--- src/rtl/cnt_pkg.sv ---
// Shared constants and helpers for the counter bank: direction encoding, wrap limit, load clamp.
package cnt_pkg;

  localparam logic DIR_UP   = 1'b1;
  localparam logic DIR_DOWN = 1'b0;

  // Largest count value; 33 bits so WIDTH=32 with natural wrap is representable.
  function automatic logic [32:0] cnt_max(input int width, input longint modulo);
    if (modulo != 0) begin
      return 33'(modulo - 1);
    end
    return (33'd1 << width) - 33'd1;
  endfunction

  function automatic logic [32:0] cnt_sat(input logic [32:0] value, input logic [32:0] max);
    return (value > max) ? max : value;
  endfunction

endpackage

--- src/rtl/cnt_chan.sv ---
// One counter channel: up/down count wrapping at MAX, one-cycle tc pulse on wrap, sticky wrapped flag.
// Priority per edge: clr > load > en > hold; all outputs registered (one-cycle latency).
module cnt_chan
  import cnt_pkg::*;
#(
  parameter int          WIDTH = 32,
  parameter logic [32:0] MAX   = cnt_max(32, 0)
) (
  input  logic             clk,
  input  logic             rst,
  input  logic             clr,
  input  logic             load,
  input  logic [WIDTH-1:0] load_val,
  input  logic             en,
  input  logic             dir,
  output logic [WIDTH-1:0] cnt,
  output logic             tc,
  output logic             wrapped
);

  // Compare at WIDTH+1 bits so MAX = 2^WIDTH-1 needs no special case.
  localparam logic [WIDTH:0] MAX_X = MAX[WIDTH:0];

  logic [WIDTH:0]   cnt_x;
  logic [WIDTH-1:0] cnt_nxt;
  logic             tc_nxt;
  logic             wrapped_nxt;

  always_comb begin
    cnt_x       = {1'b0, cnt};
    cnt_nxt     = cnt;
    tc_nxt      = 1'b0;
    wrapped_nxt = wrapped;
    if (clr) begin
      cnt_nxt     = '0;
      wrapped_nxt = 1'b0;
    end else if (load) begin
      cnt_nxt = WIDTH'(cnt_sat(33'(load_val), MAX));
    end else if (en) begin
      if (dir == DIR_UP) begin
        if (cnt_x == MAX_X) begin
          cnt_nxt = '0;
          tc_nxt  = 1'b1;
        end else begin
          cnt_nxt = WIDTH'(cnt_x + 1'b1);
        end
      end else begin
        if (cnt_x == '0) begin
          cnt_nxt = WIDTH'(MAX_X);
          tc_nxt  = 1'b1;
        end else begin
          cnt_nxt = WIDTH'(cnt_x - 1'b1);
        end
      end
    end
    if (tc_nxt) begin
      wrapped_nxt = 1'b1;
    end
  end

  always_ff @(posedge clk or negedge rst) begin
    if (!rst) begin
      cnt     <= '0;
      tc      <= 1'b0;
      wrapped <= 1'b0;
    end else begin
      cnt     <= cnt_nxt;
      tc      <= tc_nxt;
      wrapped <= wrapped_nxt;
    end
  end

endmodule

--- src/rtl/cnt_bank.sv ---
// Bank of CHANNELS independent up/down counters with programmable modulo; one-cycle latency, no backpressure.
// Define CNT_SNAPSHOT_EN to add the snap strobe and coherent snap_cnt capture of all channels.
module cnt_bank
  import cnt_pkg::*;
#(
  parameter int     WIDTH    = 32,
  parameter int     CHANNELS = 4,
  parameter longint MODULO   = 0
) (
  input  logic                      clk,
  input  logic                      rst,
  input  logic [CHANNELS-1:0]       clr,
  input  logic [CHANNELS-1:0]       load,
  input  logic [CHANNELS*WIDTH-1:0] load_val,
  input  logic [CHANNELS-1:0]       en,
  input  logic [CHANNELS-1:0]       dir,
  output logic [CHANNELS*WIDTH-1:0] cnt,
  output logic [CHANNELS-1:0]       tc,
  output logic [CHANNELS-1:0]       wrapped
`ifdef CNT_SNAPSHOT_EN
  ,
  input  logic                      snap,
  output logic [CHANNELS*WIDTH-1:0] snap_cnt
`endif
);

  localparam logic [32:0] MAX = cnt_max(WIDTH, MODULO);

  for (genvar i = 0; i < CHANNELS; i++) begin : g_chan
    cnt_chan #(
      .WIDTH (WIDTH),
      .MAX   (MAX)
    ) u_chan (
      .clk      (clk),
      .rst      (rst),
      .clr      (clr[i]),
      .load     (load[i]),
      .load_val (load_val[i*WIDTH +: WIDTH]),
      .en       (en[i]),
      .dir      (dir[i]),
      .cnt      (cnt[i*WIDTH +: WIDTH]),
      .tc       (tc[i]),
      .wrapped  (wrapped[i])
    );
  end

`ifdef CNT_SNAPSHOT_EN
  // Captures the pre-update counts of every channel on the same edge.
  always_ff @(posedge clk or negedge rst) begin
    if (!rst) begin
      snap_cnt <= '0;
    end else if (snap) begin
      snap_cnt <= cnt;
    end
  end
`endif

endmodule

--- config.mk ---
export PLATFORM = sky130hd
export DESIGN_NAME = cnt_bank
export DESIGN_NICKNAME = d
export VERILOG_FILES = /design/src/rtl/cnt_pkg.sv /design/src/rtl/cnt_chan.sv /design/src/rtl/cnt_bank.sv
export SDC_FILE = /design/constraint.sdc
export NUM_CORES = 1
export LEC_CHECK = 0
export BUFFER_PORTS_ARGS = -buffer_cell sky130_fd_sc_hd__buf_2
export CAP_MARGIN = 20
export CORE_UTILIZATION = 51
export DETAILED_ROUTE_END_ITERATION = 8
export PLACE_DENSITY = 0.85
export SKIP_LAST_GASP = 1
export SYNTH_ARGS = -nofsm -noshare
export SYNTH_HDL_FRONTEND = slang
export SYNTH_HIERARCHICAL = 1
export SYNTH_SLANG_ARGS = --single-unit
export TNS_END_PERCENT = 1
--- constraint.sdc ---
create_clock -name clk -period 2.9 [get_ports clk]
set_input_delay 0.435 -clock clk [delete_from_list [all_inputs] [get_ports clk]]
set_output_delay 0.435 -clock clk [all_outputs]
set_load 0.02 [all_outputs]
==> results by group <==
Run status
  • Status: finished, final reports clean

Run
  • Max-Cap Viols: 0

Detailed routing
  • Routed wire per std cell: 20.92 um
  • Vias: between 15k and 20k
  • DR vias/cell: 6.828
  • 1st-iter DRT viols: 2,356
  • Final ANT Viol Nets: 0
  • Post-route DRC: 0
  • TritonRoute pass-1 iters: 8
  • Drt total wl: 47.20 mm

Critical path
  • WP data required: 3210 ps
  • Setup crit end kind: flop
  • Critical path peak fanout: 10
  • Crit path DAT: 3050 ps
  • Setup CP Type: flop to flop
  • Startpoint type of the worst setup path: flop

Global routing
  • Total Routing Usage GR: 0.3511
  • Vias in the first global route: between 10k and 15k
  • First-pass GRT wire length: 74.11 mm
  • Largest net degree at the start of global routing: 74
  • Initial antenna violation count: 0
  • Total gr overflow: 0

Final layout
  • Diodes inserted: 0
  • Final net count: 2,077
  • Layout cells sized above 1: 0.2593
  • Area Growth Syn to Fin: 21.15%
  • Multi-input gate area: 0.008576 mm^2
  • Commonest non-fill, non-tap cell in the layout: buf_2
  • Non-filler cells, final: 2,256
  • Most frequent cells in the layout: buf_2 (280), buf_4 (143), dfrtp_1 (136), nand2_1 (117), nor2_1 (104)
  • Seq. cell area: between 0.003 and 0.004 mm^2
  • Fillers: 2,106

Synth
  • Mapped Avg Cell Area: 7.785 um^2
  • Asr flop ratio synth: 1.000
  • Synth Instances: 1,663
  • Yosys warns: 6
  • EDFF count, synth: 0
  • Mapped Area: 0.01295 mm^2
  • Post-synth top flop: dfrtp_1
  • Syn Nets: 1,821
  • Register area share after synthesis: 0.2629
  • Register bit total from synthesis: between 100 and 150
  • Synth cell types: between 60 and 70

Clock tree
  • Post_cts resized: 0
  • CTS clk-pin slew, worst paths: 70 ps
  • CTS tree: done
  • Clk buf depth: 2
  • Clk root buf: clkbuf_16
  • Worst-Skew Late Latency: 430 ps
  • CTS sink count: 136
  • Clock buffer count from CTS: 17
  • Hold_buf cts: 0
  • Post-CTS Setup Repair Bufs: 0
  • H-tree Lvls: 4

STA
  • Hold Fails Final Rpt: 0
  • Crit path time final: 2739 ps
  • Worst-Margin Slew: ~800 ps
  • Setup TNS: 0 ps
  • Slew headroom: 0.4580
  • Final slew viol count: 0
  • Crit share post-route: 0.9446
  • RSZ-0062 raised after global routing: no
  • Highest clock rate: 365.1 MHz
  • Clock Skew: 14.95 ps
  • Final setup vio count: 0

Place
  • Placer Congestion: 0.9769
  • Placed Instances: 2,224
  • I/O Buffers: 281
  • Post-detail-place hpwl: 33.01 mm

Hold path
  • Hold/Removal Path Class: input port to asynchronous set/reset pin

Power and ir drop
  • Maximum vdd drop: 0.0002518 V
  • Pwr/cell area: between 400 and 500 mW/mm^2
  • Leakage power: 6.907 nW

Floorplanning
  • Core Area: roughly 0.025 mm^2
  • Die W: 161.3 um
  • Standard-cell row count: 57
  • I/O pins: 282
  • Die height: between 150 and 200 um
  • Effective utilization at floorplan: 0.5262
  • Die Area: 0.02603 mm^2
[layout make-up]
class / instances / area share
Multi-Input combinational cell: 1300 / 0.5468
Sequential cell: 136 / 0.2170
Timing Repair Buffer: 428 / 0.1636
Clock buffer: 20 / 0.02912
Tap cell: 324 / 0.02585
Clock inverter: 12 / 0.009015
Inverter: 36 / 0.008616
[synthesized netlist by cell type, types with 17 or more instances]
master,count,share of area
buf_2,17,0.0066
a22oi_1,40,0.023
and3_1,49,0.024
a22o_1,28,0.019
nor2_1,104,0.030
nand4_1,44,0.021
nor4_1,43,0.021
xnor2_1,48,0.032
clkbuf_1,159,0.046
and4_1,17,0.012
a31oi_1,20,0.0097
a21o_1,35,0.020
nand2_1,117,0.034
nand3_1,100,0.039
o31ai_1,24,0.014
o21ai_0,75,0.029
or3_1,18,0.0087
inv_1,32,0.0093
a221o_1,36,0.028
a21oi_1,76,0.029
dfrtp_1,136,0.26
or4_1,20,0.012
a221oi_1,36,0.024
xor2_1,92,0.062
nor3_1,56,0.022
[final timing paths]
check	from	endpoint	slack, ps	depth (start not counted)
min in group clk	load_val[72]	g_chan[2].u_chan/cnt[8]	210	2
min reg2reg	g_chan[0].u_chan/wrapped	g_chan[0].u_chan/wrapped	490	1
min	rst	g_chan[3].u_chan/cnt[24]	20	1
max reg2reg	g_chan[3].u_chan/cnt[0]	g_chan[3].u_chan/cnt[7]	160	8
max	g_chan[3].u_chan/cnt[0]	g_chan[3].u_chan/cnt[7]	160	8
max in group asynchronous	rst	g_chan[0].u_chan/cnt[12]	2030	2
[logic make-up after synthesis]
group           share of synthesized area
xor+xnor                          0.09471
flops                              0.2629
fa+ha+maj                         0.01160
compound gates                     0.2671
buf+inv                           0.07471
simple gates                       0.2731
mux                               0.01585
[through the flow]
step           hold slack (ps)  cell area, um^2  setup WS [ps]  utilization  power, mW
2_1_floorplan            139.4            12950          14.40            -      3.570
3_5_place_dp             464.0            15090          238.5       0.6131      4.327
6_report                 20.51            15680          160.8       0.6374      6.681
4_1_cts                  62.68            15680          228.5       0.6374      6.638
3_3_place_gp             462.1            15090          225.0       0.6131      4.268
5_1_grt                  70.34            15680          79.57       0.6374      6.918
[where the power goes]
group / total, mW / internal (mW) / switching (mW)
Clock: 2.31 / 1.33 / 0.984
Sequential: 2.26 / 2.02 / 0.238
Combinational: 2.11 / 0.823 / 1.28
[flip-flops by register name, indices dropped and copies added, names as in the netlist]
| register | count |
|---|---|
| g_chan.u_chan/wrapped | 4 |
| g_chan.u_chan/tc | 4 |
| g_chan.u_chan/cnt | 128 |
[metal layers]
| metal | vias up | global-route usage | wire length [um] |
|---|---|---|---|
| met5 | - | 0 | 0 |
| met4 | 0 | 0.1595 | 1789 |
| met1 | 7241 | 0.4754 | 18500 |
| met2 | 1191 | 0.5515 | 21570 |
| li1 | 6799 | - | - |
| met3 | 174 | 0.05444 | 5341 |
[worst max-delay path: stages (launching register included)]
cell,delay [ps]
dfrtp_1,560
ha_1,290
and4_1,280
nand4_1,130
nor4_1,550
a21o_1,280
buf_4,190
a221oi_1,60
a221o_1,280
Note: power is estimated with default switching activity, not from simulation.
